<file path="config.mk">
export PLATFORM = sky130hd
export DESIGN_NAME = serializador
export DESIGN_NICKNAME = d
export VERILOG_FILES = /design/src/rtl/conversor_pkg.sv /design/src/rtl/contador_bits.sv /design/src/rtl/serializador.sv
export SDC_FILE = /design/constraint.sdc
export NUM_CORES = 1
export LEC_CHECK = 0
export CELL_PAD_IN_SITES_DETAIL_PLACEMENT = 2
export CELL_PAD_IN_SITES_GLOBAL_PLACEMENT = 2
export CORE_MARGIN = 3
export CORE_UTILIZATION = 33
export CTS_CLUSTER_SIZE = 8
export DETAILED_ROUTE_END_ITERATION = 12
export PLACE_DENSITY_LB_ADDON = 0.1
export SLEW_MARGIN = 10
export SYNTH_ARGS = -nofsm -noshare
export SYNTH_HDL_FRONTEND = slang
export SYNTH_SLANG_ARGS = --single-unit
</file>
<file path="constraint.sdc">
create_clock -name clk -period 2 [get_ports clk]
set_clock_uncertainty 0.2 [all_clocks]
set_input_delay 0.4 -clock clk [delete_from_list [all_inputs] [get_ports clk]]
set_output_delay 0.4 -clock clk [all_outputs]
set_load 0.01 [all_outputs]
</file>
<file path="src/rtl/conversor_pkg.sv">
// conversor_pkg: definitions shared by the serializador and the downstream
// conversor.
//   state_t       - frame FSM states (idle, shifting, parity bit, idle gap)
//   DEFAULT_WIDTH - default parallel word width
//   CNT_W         - bit/gap counter width (covers a 32-bit word and a 15-cycle gap)
//   to_count()    - clamps an integer load value into the counter width
package conversor_pkg;

    typedef enum logic [1:0] {
        ST_IDLE  = 2'd0,
        ST_SHIFT = 2'd1,
        ST_PAR   = 2'd2,
        ST_GAP   = 2'd3
    } state_t;

    localparam int DEFAULT_WIDTH = 4;
    localparam int CNT_W         = 5;

    // Negative values collapse to 0 so that GAP=0 or N=1 still give a legal load.
    function automatic logic [CNT_W-1:0] to_count(input int value);
        return (value <= 0) ? '0 : CNT_W'(value);
    endfunction

endpackage

</file>
<file path="src/rtl/contador_bits.sv">
// contador_bits: loadable down-counter with a zero flag. The serializer uses
// one instance for both the data-bit index and the inter-frame gap count.
// Ports:
//   clk, rst_n - clock, asynchronous active-low reset (count clears to 0)
//   load       - load load_val on the next rising edge (has priority)
//   load_val   - value to load
//   dec        - decrement by one; saturates at 0
//   count      - current count
//   zero       - count == 0
module contador_bits
    import conversor_pkg::*;
#(
    parameter int W = CNT_W
) (
    input  logic         clk,
    input  logic         rst_n,
    input  logic         load,
    input  logic [W-1:0] load_val,
    input  logic         dec,
    output logic [W-1:0] count,
    output logic         zero
);

    always_ff @(posedge clk or negedge rst_n) begin
        if (!rst_n) begin
            count <= '0;
        end else if (load) begin
            count <= load_val;
        end else if (dec && (count != '0)) begin
            count <= count - 1'b1;
        end
    end

    assign zero = (count == '0);

endmodule

</file>
<file path="src/rtl/serializador.sv">
// serializador: parallel-to-serial converter, MSB first, with frame strobes.
// A word is accepted when in_valid is high while out_ready is high (IDLE
// only). The frame then occupies N data cycles, an optional even-parity
// cycle and GAP idle cycles before returning to IDLE.
// Optional feature: define SERIALIZADOR_PARITY_EN to append an even-parity
// bit after the data; out_C then marks the parity bit, not the last data bit.
// Ports:
//   clk, rst_n - clock, asynchronous active-low reset
//   in_par     - parallel word (N bits), sampled only on the handshake edge
//   in_valid   - in_par holds a word to send
//   out_ready  - high exactly in IDLE
//   out_ser    - serial data (registered)
//   out_A      - first bit of frame strobe (registered)
//   out_B      - frame bit qualifier (registered)
//   out_C      - last bit of frame strobe (registered)
module serializador
    import conversor_pkg::*;
#(
    parameter int N   = DEFAULT_WIDTH,
    parameter int GAP = 1
) (
    input  logic         clk,
    input  logic         rst_n,
    input  logic [N-1:0] in_par,
    input  logic         in_valid,
    output logic         out_ready,
    output logic         out_ser,
    output logic         out_A,
    output logic         out_B,
    output logic         out_C
);

    localparam logic [CNT_W-1:0] BIT_LOAD = to_count(N - 1);
    localparam logic [CNT_W-1:0] GAP_LOAD = to_count(GAP - 1);

`ifdef SERIALIZADOR_PARITY_EN
    localparam bit DATA_ENDS_FRAME = 1'b0;
`else
    localparam bit DATA_ENDS_FRAME = 1'b1;
`endif

    state_t           state;
    logic [N-1:0]     shreg;
    logic             cnt_load;
    logic [CNT_W-1:0] cnt_load_val;
    logic             cnt_dec;
    logic [CNT_W-1:0] cnt;
    logic             cnt_zero;
    logic [CNT_W-1:0] nxt_idx;
    logic             nxt_bit;

    contador_bits #(.W(CNT_W)) u_cnt (
        .clk      (clk),
        .rst_n    (rst_n),
        .load     (cnt_load),
        .load_val (cnt_load_val),
        .dec      (cnt_dec),
        .count    (cnt),
        .zero     (cnt_zero)
    );

    assign out_ready = (state == ST_IDLE);

    // Outputs are registered, so each cycle presents the bit for the next
    // counter value; nxt_bit is the stored bit at index cnt-1.
    assign nxt_idx = cnt - 1'b1;

    always_comb begin
        nxt_bit = 1'b0;
        for (int unsigned i = 0; i < N; i++) begin
            if (nxt_idx == CNT_W'(i)) begin
                nxt_bit = shreg[i];
            end
        end
    end

    // Counter control: load the bit index on handshake, reload with the gap
    // length on entry to GAP, otherwise count down.
    always_comb begin
        cnt_load     = 1'b0;
        cnt_load_val = '0;
        cnt_dec      = 1'b0;
        case (state)
            ST_IDLE: begin
                if (in_valid) begin
                    cnt_load     = 1'b1;
                    cnt_load_val = BIT_LOAD;
                end
            end
            ST_SHIFT: begin
                if (!cnt_zero) begin
                    cnt_dec = 1'b1;
                end else if (DATA_ENDS_FRAME && (GAP > 0)) begin
                    cnt_load     = 1'b1;
                    cnt_load_val = GAP_LOAD;
                end
            end
`ifdef SERIALIZADOR_PARITY_EN
            ST_PAR: begin
                if (GAP > 0) begin
                    cnt_load     = 1'b1;
                    cnt_load_val = GAP_LOAD;
                end
            end
`endif
            ST_GAP: begin
                cnt_dec = 1'b1;
            end
            default: ;
        endcase
    end

    always_ff @(posedge clk or negedge rst_n) begin
        if (!rst_n) begin
            state   <= ST_IDLE;
            shreg   <= '0;
            out_ser <= 1'b0;
            out_A   <= 1'b0;
            out_B   <= 1'b0;
            out_C   <= 1'b0;
        end else begin
            case (state)
                ST_IDLE: begin
                    if (in_valid) begin
                        state   <= ST_SHIFT;
                        shreg   <= in_par;
                        out_ser <= in_par[N-1];
                        out_A   <= 1'b1;
                        out_B   <= 1'b1;
                        out_C   <= DATA_ENDS_FRAME && (N == 1);
                    end else begin
                        out_ser <= 1'b0;
                        out_A   <= 1'b0;
                        out_B   <= 1'b0;
                        out_C   <= 1'b0;
                    end
                end
                ST_SHIFT: begin
                    if (!cnt_zero) begin
                        out_ser <= nxt_bit;
                        out_A   <= 1'b0;
                        out_B   <= 1'b1;
                        out_C   <= DATA_ENDS_FRAME && (nxt_idx == '0);
                    end else begin
`ifdef SERIALIZADOR_PARITY_EN
                        state   <= ST_PAR;
                        out_ser <= ^shreg;
                        out_A   <= 1'b0;
                        out_B   <= 1'b1;
                        out_C   <= 1'b1;
`else
                        state   <= (GAP > 0) ? ST_GAP : ST_IDLE;
                        out_ser <= 1'b0;
                        out_A   <= 1'b0;
                        out_B   <= 1'b0;
                        out_C   <= 1'b0;
`endif
                    end
                end
`ifdef SERIALIZADOR_PARITY_EN
                ST_PAR: begin
                    state   <= (GAP > 0) ? ST_GAP : ST_IDLE;
                    out_ser <= 1'b0;
                    out_A   <= 1'b0;
                    out_B   <= 1'b0;
                    out_C   <= 1'b0;
                end
`endif
                ST_GAP: begin
                    if (cnt_zero) begin
                        state <= ST_IDLE;
                    end
                    out_ser <= 1'b0;
                    out_A   <= 1'b0;
                    out_B   <= 1'b0;
                    out_C   <= 1'b0;
                end
                default: begin
                    state   <= ST_IDLE;
                    out_ser <= 1'b0;
                    out_A   <= 1'b0;
                    out_B   <= 1'b0;
                    out_C   <= 1'b0;
                end
            endcase
        end
    end

endmodule

</file>
After elaboration in Yosys (flattened, before gate mapping) --
Index checks and enable logic that the tools add are counted.
Cells by class: $add $sub $neg 1, equality and inequality tests 8, mux-type cells 24, reduce and logical (&&, ||, !) cells 8
Operators with widths (count):
- $mux 1 | 12
- $eq 5x2->1 const B | 2
- $logic_not 5->1 | 2
- $mux 2 | 5
- $mux 5 | 2
- $pmux 1 s2 | 4
- $ne 2x2->1 const B | 3
- $pmux 2 s3 | 1
- $eq 5x1->1 const B | 1
- $reduce_bool 5->1 | 1
- $sub 5x1->5 const B | 1
- $reduce_and 3->1 | 1
- $eq 2x1->1 const B | 1
- $eq 2x2->1 const B | 1
- $logic_not 2->1 | 1
- $reduce_and 2->1 | 1
- $reduce_bool 2->1 | 1
- $logic_and 1x1->1 | 1
Storage, ports and cells: bits in registers 15, input port bits 7, output and inout port bits 5, word-level logic and storage cells 48

Logic depth before layout (Yosys ltp) --
Gate-level depths: netlist of the first run.
depth after elaboration 8, mapped depth 6, gate-level depth less buffers 6

Hierarchy --
A second synthesis of the first run with hierarchy kept.
Unflattened totals: cell total of the unflattened synthesis 70, area total of the unflattened synthesis 767.0 um^2
By module, submodules not included:
- serializador | instances 1, cells each 38, area each 462.9 um^2, seq. area each 250.2 um^2
- contador_bits | instances 1, cells each 32, area each 304.0 um^2, seq. area each 125.1 um^2

Least setup slack after synthesis of the first run --
No wires, ideal clock.
kind reg2reg, from register u_cnt.count[0], to register out_ser, library setup time 0.104 ns, arrival 1.509 ns, data required time 1.696 ns, slack 0.188 ns, stages on the path, launching flop included 7, path buffers 0, period minus slack after synthesis 1.812 ns, cell sequence dfrtp_1 -> inv_1 -> ha_1 -> or2_0 -> o31ai_2 -> o211ai_1 -> o41ai_2
On the way: word-level cells in the longest chain between the ends 8, elaborated cells between the ends (all ways) 12, those cells by class add/sub (1); eq/ne (3); mux (6); reduce/logical (2)
RTL lines:
- start: declaration | RTL line contador_bits.sv:20 | output logic [W-1:0] count,
- start signal: assignment | RTL line contador_bits.sv:28 | count <= load_val;
- start signal: assignment | RTL line contador_bits.sv:30 | count <= count - 1'b1;
- $sub 5x1->5 | RTL line serializador.sv:66 | assign nxt_idx = cnt - 1'b1;
- $logic_not 5->1 | RTL line serializador.sv:71 | if (nxt_idx == CNT_W'(i)) begin
- $mux 1 (4 in a row) | RTL line serializador.sv:71
- $mux 1 (*) | RTL line serializador.sv:139 | if (!cnt_zero) begin
- $pmux 1 s2 (*) | RTL line serializador.sv:122 | case (state)
- end signal: assignment | RTL line serializador.sv:127 | out_ser <= in_par[N-1];
- end signal: assignment | RTL line serializador.sv:140 | out_ser <= nxt_bit;
- end: declaration | RTL line serializador.sv:27 | output logic out_ser,
Every way passes the cells marked *; elsewhere a longest branch is shown, timed or not. A chain may end at the register's enable or synchronous reset.

Worst setup path in the final report of the first run --
from register u_cnt.count[1], to register out_ser
Same word-level chain as after synthesis.

==> flow_metrics.env, run 1 <==
export IMPL_cts_tree="done"
export IMPL_synth_cells=76
export IMPL_rows=17
export IMPL_postPlaceCellArea_sq_um=967.2
export IMPL_clk_path_buf_depth=2
export IMPL_root_buffer="clkbuf_4"
export IMPL_dp_hpwl_microns=1426
export IMPL_avgSynthCellArea_sq_um=10.55
export IMPL_slew_headroom=0.7197
export IMPL_initial_utilization=0.3557
export IMPL_fin_crit_ns=1.913
export IMPL_cp_arrival_ns=1.90
export IMPL_cellPowerDensity_nw_per_um2=1611
export IMPL_seqPwrFrac=0.321
export IMPL_synth_seq_cells=15
export IMPL_tns_ns=0
export IMPL_rsz0062_at_grt="yes"
export IMPL_synth_net_count=88
export IMPL_antenna_found_initial=0
export IMPL_ys_async_sr_fraction=1.000
export IMPL_cp_data_required_time_ns=1.98
export IMPL_p_int_mw=0.9769
export IMPL_drt_iter0_markers=3
export IMPL_clk_pin_slew_ns=0.09
export IMPL_die_y_microns=55.30
export IMPL_synth_area_sq_um=802.0
export IMPL_hold_slack_ns=0.2246
export IMPL_die_area_sq_um=3058
export IMPL_peakVddDrop_mv=0.6426
export IMPL_io_pins=12
export IMPL_htree_levels=1
export IMPL_layout_drive_gt1_share=0.2165
export IMPL_gp_congestion=0.6752
export IMPL_seq_area_frac_synth=0.4680
export IMPL_synth_area_leaders="dfrtp_1 (47%), ha_1 (7.8%), nor2_1 (4.7%)"
export IMPL_slew_violations=0
export IMPL_portBuffers=11
export IMPL_synthFlopType="dfrtp_1"
export IMPL_swShare=0.4177
export IMPL_synth_edff_count=0
export IMPL_cts_hold_buf=0
export IMPL_p_sw_mw=0.7006
export IMPL_synth_cell_type_count=31
export IMPL_cp_max_fo=3
export IMPL_clock_latency_ns=0.29
export IMPL_crit_path_end_kind="flop"
export IMPL_grt_overflow_total=0
export IMPL_crit_type="reg -> reg"
export IMPL_area_delta_synth_final_pct=29.80
export IMPL_drtPass1Iterations=2
export IMPL_yosys_warnings=0
export IMPL_die_width_microns=55.30
export IMPL_vias=651
export IMPL_clockPowerShare=0.105
export IMPL_yosysTopAreaCell="dfrtp_1"
export IMPL_max_freq_mhz=522.6
export IMPL_combPwrFrac=0.573
export IMPL_p_leak_nw=0.4545
export IMPL_grt_usage=0.1404
export IMPL_drc=0
export IMPL_num_nets_final=110
export IMPL_hold_violations=0
export IMPL_design_area_sq_um=1041
export IMPL_synth_top_area_frac=0.4680
export IMPL_core_area_sq_um=2255
export IMPL_start_kind="flop"
export IMPL_setup_viol=0
export IMPL_max_cap_viol_count=0
export IMPL_ant_nets=0
export IMPL_insertedDiodeCount=0
export IMPL_status="finished, final reports clean"
export IMPL_worst_pin_slew_ns=0.4194
export IMPL_pre_cts_slack_ns=0.1346
export IMPL_grt_max_degree=16
export IMPL_post_route_util=0.4617
export IMPL_cts_made_buffers=3
export IMPL_routed_wl_microns=2053
export IMPL_wl_per_cell_microns=16.42
export IMPL_hold_class="in -> async"
export IMPL_finalCritPeriodShare=0.9567
export IMPL_setup_ws_ns=0.08658
export IMPL_grt_pass1_wl_microns=3387
export IMPL_grt_pass1_vias=716
export IMPL_viasPerCell=5.208
export IMPL_cts_sinks=15
## sequential cells by signal, indices dropped and copies added, names as in the netlist
signal,flops
out_C,1
out_B,1
state,2
out_ser,1
shreg,4
u_cnt.count,5
out_A,1
## path summary, 6_finish.rpt
kind                                startpoint        to  slack [ns]  cells past startpoint
worst max-delay path            u_cnt.count[1]   out_ser        0.09                      6
worst min register to register        shreg[0]  shreg[0]        0.34                      1
worst max register to register  u_cnt.count[1]   out_ser        0.09                      6
worst min-delay path                     rst_n   out_ser        0.22                      2
max in group asynchronous                rst_n     out_A        1.19                      2
min in group clk                      shreg[0]  shreg[0]        0.34                      1
## synthesized netlist by cell type (2+ instances only)
library cell and instances:
dfrtp_1 15, nor2_1 10, ha_1 5, inv_1 5, nand2_1 5, a21oi_1 3, buf_2 2, buf_6 2
mux2_1 2, nand2b_1 2, nand3_1 2, nor3_1 2, o21ai_0 2, o221ai_1 2
## area by class of cell
class	count	area [sq um]
fillers	255	1214
multi-input cells	52	400.4
well taps	28	35.03
flip-flops and latches	15	375.4
inverters	5	18.77
clock buffers	4	26.28
repair buffers	21	185.2
## through the flow
step,total power [mW],instances
after floorplan,1.112,76
after global routing,1.838,125
after global placement,1.350,118
after CTS,1.576,122
final,1.678,125
after detailed placement,1.387,118
## placed cells by master, fill, tap and decap left out, types with 3 or more instances in the layout
cell type / n
nand2_1: 5
dfrtp_1: 15
nor2_1: 10
ha_1: 4
clkbuf_4: 3
buf_4: 10
a21oi_1: 3
inv_1: 3
clkdlybuf4s50_1: 11
## power groups by stage
stage	sequential (mW)	combinational [mW]	clock (mW)
after CTS	0.534	0.854	0.189
after detailed placement	0.540	0.847	0
after global placement	0.537	0.813	0
after global routing	0.557	1.08	0.203
final	0.539	0.962	0.177
after floorplan	0.528	0.584	0
## critical path: stages, from the launching register on
cell	delay (ns)
dfrtp_1	0.38
inv_2	0.07
ha_4	0.17
or2_4	0.24
o31ai_4	0.20
o211ai_1	0.17
o41ai_2	0.37
## kinds of logic (layout without fill, tap and decap cells)
group,after synthesis,after routing,share of synthesized area
multiplexers,2,2,0.02808
adder cells (fa/ha/maj),5,5,0.07800
AO/OA/AOI/OAI,16,16,0.1529
XOR/XNOR,2,2,0.02184
flip-flops,15,15,0.4680
AND/OR/NAND/NOR,27,27,0.1872
buffers and inverters,9,30,0.06396
## timing repair
item / in CTS / in global routing
buffers inserted: 0 / 3
resized for setup: 0 / 8
endpoints found under the setup margin: 0 / 2
## per-layer routing
metal | up-vias | track usage | routed length [microns]
li1 | 303 | - | -
met1 | 327 | 0.1674 | 889
met2 | 14 | 0.2280 | 1045
met3 | 7 | 0.03271 | 62
met4 | 0 | 0.08333 | 55
met5 | - | 0 | 0
Note: power is estimated with default switching activity, not from simulation.
==> run 2: changes to the inputs <==
CORE_ASPECT_RATIO = 1.2   (was unset)
==> run 2 against run 1 <==
  * Clock-buffer cell count stayed put
  * Cell area down 4.1%
  * Wire length shrank 8.2%
  * Register-to-register slack gained 0.08 ns
  * Sequential power is 2% lower
  * Critical path type unchanged
==> flow_metrics.env, run 2 (same netlist as run 1, synthesis figures left out) <==
export IMPL_cp_slowest_cell="dfrtp_1"
export IMPL_status="finished, final reports clean"
export IMPL_io_pins=12
export IMPL_worst_pin_slew_ns=0.5507
export IMPL_seqPwrFrac=0.341
export IMPL_layout_common_cells="dfrtp_1 (15), nor2_1 (10), clkdlybuf4s50_1 (10)"
export IMPL_worst_r2r_setup_slack_ns=0.17
export IMPL_layout_drive_gt1_share=0.1489
export IMPL_critical_path_max_stage_delay_ns=0.39
export IMPL_clockPowerShare=0.120
export IMPL_die_width_microns=51.01
export IMPL_hold_violations=0
export IMPL_largest_registers="u_cnt.count: 5 flops, shreg: 4 flops, state: 2 flops"
export IMPL_grt_max_degree=16
export IMPL_crit_chain="inv_1 -> ha_1 -> nor4b_4 -> buf_4 -> xor2_1 -> and2_1"
export IMPL_design_area_sq_um=998.5
export IMPL_grt_usage=0.1591
export IMPL_cp_max_fo=5
export IMPL_drt_iter0_markers=4
export IMPL_setup_viol=0
export IMPL_routed_wl_microns=1884
export IMPL_cp_arrival_ns=1.87
export IMPL_portBuffers=11
export IMPL_drc=0
export IMPL_largest_reg_flops=5
export IMPL_ant_nets=0
export IMPL_viasPerCell=5.113
export IMPL_crit_type="reg -> reg"
export IMPL_cts_sinks=15
export IMPL_p_int_mw=0.9016
export IMPL_grt_overflow_total=0
export IMPL_dp_hpwl_microns=1426
export IMPL_antenna_found_initial=0
export IMPL_r2r_start="u_cnt.count[0]"
export IMPL_p_leak_nw=0.4562
export IMPL_cts_made_buffers=3
export IMPL_pre_cts_slack_ns=0.06657
export IMPL_max_freq_mhz=545.2
export IMPL_cts_setup_buffers=0
export IMPL_area_delta_synth_final_pct=24.49
export IMPL_core_area_sq_um=2185
export IMPL_die_y_microns=60.01
export IMPL_combPwrFrac=0.540
export IMPL_cellPowerDensity_nw_per_um2=1547
export IMPL_crit_path_end_kind="flop"
export IMPL_vias=634
export IMPL_grt_pass1_vias=721
export IMPL_clock_latency_ns=0.29
export IMPL_p_sw_mw=0.6432
export IMPL_peakVddDrop_mv=0.6788
export IMPL_rows=18
export IMPL_slew_violations=0
export IMPL_gp_congestion=0.6753
export IMPL_wl_per_cell_microns=15.19
export IMPL_reg2regPathDepth=6
export IMPL_htree_levels=1
export IMPL_clk_pin_slew_ns=0.10
export IMPL_initial_utilization=0.3671
export IMPL_top_register="u_cnt.count"
export IMPL_layout_commonest_cell="dfrtp_1"
export IMPL_cts_resized=0
export IMPL_swShare=0.4164
export IMPL_insertedDiodeCount=0
export IMPL_grt_pass1_wl_microns=3450
export IMPL_finalCritPeriodShare=0.9170
export IMPL_slew_headroom=0.6234
export IMPL_num_nets_final=107
export IMPL_postPlaceCellArea_sq_um=969.7
export IMPL_clk_path_buf_depth=2
export IMPL_die_area_sq_um=3061
export IMPL_drtPass1Iterations=3
export IMPL_setup_ws_ns=0.1659
export IMPL_fin_crit_ns=1.834
export IMPL_cp_data_required_time_ns=2.03
export IMPL_crit_start="u_cnt.count[0]"
export IMPL_hold_class="in -> async"
export IMPL_rsz0062_at_grt="no"
export IMPL_root_buffer="clkbuf_4"
export IMPL_cts_tree="done"
export IMPL_start_kind="flop"
export IMPL_tns_ns=0
export IMPL_max_cap_viol_count=0
export IMPL_cts_hold_buf=0
## run 2: stage by stage
step                  util  cells  hold WS, ns  power [mW]
finish              0.4570    124       0.2219       1.545
global route        0.4570    124       0.2505       1.718
CTS                 0.4559    124       0.2223       1.577
detailed placement  0.4439    120       0.2844       1.380
global placement    0.4439    120       0.2782       1.336
floorplan                -     76     -0.09559       1.112
## run 2: worst paths after layout
check                      endpoint
min in group clk           shreg[1]
hold reg to reg            shreg[1]
setup reg to reg           state[1]
max in group asynchronous  state[0]
setup / recovery           state[1]
hold / removal                out_C
## run 2: power groups by stage
stage | sequential, mW | combinational (mW) | clock, mW
2_1_floorplan | 0.528 | 0.584 | 0
5_1_grt | 0.549 | 0.958 | 0.211
4_1_cts | 0.531 | 0.852 | 0.194
3_3_place_gp | 0.527 | 0.809 | 0
3_5_place_dp | 0.537 | 0.844 | 0
6_report | 0.526 | 0.834 | 0.185
## run 2: final cells by class
type	instances	area, sq um
fillers	259	1186
flip-flops and latches	15	375.4
multi-input cells	52	375.4
repair buffers	18	165.2
well taps	30	37.54
clock buffers	4	26.28
inverters	5	18.77
## run 2: critical path: cells and delay by family (launching register included)
kind,cells,cell delay (ns)
adders and majority gates,1,0.23
and+or+nand+nor,2,0.49
buffers and inverters,2,0.33
xor gates and xnor gates,1,0.14
DFF,1,0.39
## run 2: routing by layer
layer	vias to the layer above	track usage	wire [microns]
met5	-	0	0
met4	0	0.1038	45
met2	11	0.2744	997
met3	4	0.02244	56
li1	297	-	-
met1	322	0.1828	785
==> run 3: changes to the inputs <==
CORE_MARGIN = unset   (was 3)
MAX_ROUTING_LAYER = met4   (was unset)
==> run 3 against run 2 <==
  * Cell count up 1.6%
  * Hold slack better by 0.0067 ns
  * Clock power down 4%
  * First-iteration DRC count down 50%
  * Register-to-register slack better by 0.04 ns
  * Total power up 0.12%
  * Sequential cell count unchanged
  * Non-clock buffer count up 1
  * Critical path type unchanged
  * Critical endpoint is now out_ser
  * Highest routed layer unchanged
==> flow_metrics.env, run 3 (same netlist as run 1, synthesis figures left out) <==
export IMPL_design_area_sq_um=1007
export IMPL_critPathTopFamily="compound AO/OA/AOI/OAI gates"
export IMPL_vias=628
export IMPL_top_register="u_cnt.count"
export IMPL_placedCellCount=122
export IMPL_initial_utilization=0.3478
export IMPL_multi_input_area_sq_um=375.4
export IMPL_crit_path_end_kind="flop"
export IMPL_largest_reg_flops=5
export IMPL_postPlaceCellArea_sq_um=978.4
export IMPL_cts_made_buffers=3
export IMPL_grt_pass1_wl_microns=3105
export IMPL_crit_chain="inv_1 -> ha_1 -> or2_0 -> o31ai_2 -> o211ai_1 -> o41ai_2"
export IMPL_cts_tree="done"
export IMPL_grt_overflow_total=0
export IMPL_crit_type="reg -> reg"
export IMPL_finalCritPeriodShare=0.8967
export IMPL_clk_path_buf_depth=2
export IMPL_area_delta_synth_final_pct=25.59
export IMPL_cellPowerDensity_nw_per_um2=1536
export IMPL_drtPass1Iterations=2
export IMPL_drc=0
export IMPL_fin_crit_ns=1.793
export IMPL_cts_resized=0
export IMPL_grt_usage=0.1700
export IMPL_cts_hold_buf=0
export IMPL_cp_slowest_cell="dfrtp_1"
export IMPL_critical_path_max_stage_delay_ns=0.35
export IMPL_rows=19
export IMPL_crit_buf_inv=1
export IMPL_cp_max_fo=4
export IMPL_max_freq_mhz=557.6
export IMPL_status="finished, final reports clean"
export IMPL_clock_latency_ns=0.29
export IMPL_wl_per_cell_microns=14.56
export IMPL_dp_hpwl_microns=1402
export IMPL_routed_wl_microns=1834
export IMPL_viasPerCell=4.984
export IMPL_cts_sinks=15
export IMPL_grt_max_degree=16
export IMPL_fill_cells=263
export IMPL_hold_violations=0
export IMPL_peakVddDrop_mv=0.6513
export IMPL_slew_violations=0
export IMPL_root_buffer="clkbuf_4"
export IMPL_die_width_microns=47.01
export IMPL_cp_data_required_time_ns=2.00
export IMPL_insertedDiodeCount=0
export IMPL_hold_slack_ns=0.2286
export IMPL_die_y_microns=56.01
export IMPL_setup_viol=0
export IMPL_start_kind="flop"
export IMPL_die_area_sq_um=2633
export IMPL_antenna_found_initial=0
export IMPL_clk_pin_slew_ns=0.09
export IMPL_max_cap_viol_count=0
export IMPL_tns_ns=0
export IMPL_final_cells=126
export IMPL_cp_arrival_ns=1.79
export IMPL_io_pins=12
export IMPL_p_leak_nw=0.4615
export IMPL_htree_levels=1
export IMPL_seq_area_sq_um=375.4
export IMPL_rsz0062_at_grt="no"
export IMPL_portBuffers=11
export IMPL_grt_pass1_vias=685
export IMPL_slew_headroom=0.6425
export IMPL_hold_class="in -> async"
export IMPL_core_area_sq_um=2306
export IMPL_layout_commonest_cell="dfrtp_1"
export IMPL_layout_drive_gt1_share=0.1579
export IMPL_worst_pin_slew_ns=0.5227
export IMPL_ant_nets=0
export IMPL_num_nets_final=108
export IMPL_drt_iter0_markers=2
export IMPL_largest_registers="u_cnt.count: 5 flops, shreg: 4 flops, state: 2 flops"
export IMPL_layout_common_cells="dfrtp_1 (15), nor2_1 (10), clkdlybuf4s50_1 (10)"
export IMPL_cts_setup_buffers=0
export IMPL_gp_congestion=0.7396
-- run 3: area by class of cell --
type	instances	share of cell area
Clock buffer	4	0.02609
Inverter	5	0.01863
Multi-Input combinational cell	52	0.3727
Sequential cell	15	0.3727
Tap cell	31	0.03851
Timing Repair Buffer	19	0.1714
-- run 3: routing by layer --
metal,up-vias,part of all wire,GRT usage
met5,-,0,-
met4,0,0.013,0.07347
met3,4,0.027,0.02922
met2,10,0.53,0.2857
met1,314,0.43,0.1878
li1,300,-,-
-- run 3: final timing paths --
path                                      from       end  slack [ns]  cells past startpoint
worst max-delay path            u_cnt.count[0]   out_ser        0.21                      6
worst min-delay path                     rst_n  shreg[3]        0.23                      2
max in group asynchronous                rst_n     out_B        1.18                      2
min in group clk                      shreg[0]  shreg[0]        0.31                      1
worst max register to register  u_cnt.count[0]   out_ser        0.21                      6
worst min register to register        shreg[0]  shreg[0]        0.31                      1
-- run 3: worst register-to-register path, stage by stage (launching register included) --
cell      delay (ns)
dfrtp_1         0.35
inv_1           0.08
ha_1            0.26
or2_0           0.25
o31ai_2         0.18
o211ai_1        0.17
o41ai_2         0.22
-- run 3: stage by stage --
stage | util | setup slack, ns | power [mW]
5_1_grt | 0.4368 | 0.09471 | 1.695
4_1_cts | 0.4357 | 0.06798 | 1.588
3_3_place_gp | 0.4243 | 0.1779 | 1.359
2_1_floorplan | - | 0.1877 | 1.112
3_5_place_dp | 0.4243 | 0.1328 | 1.393
6_report | 0.4368 | 0.2065 | 1.547
-- run 3: where the power goes --
part / total (mW) / internal [mW] / switching [mW]
registers: 0.526 / 0.434 / 0.0916
logic: 0.844 / 0.401 / 0.443
clock network: 0.178 / 0.0775 / 0.100
total: 1.55 / 0.912 / 0.635
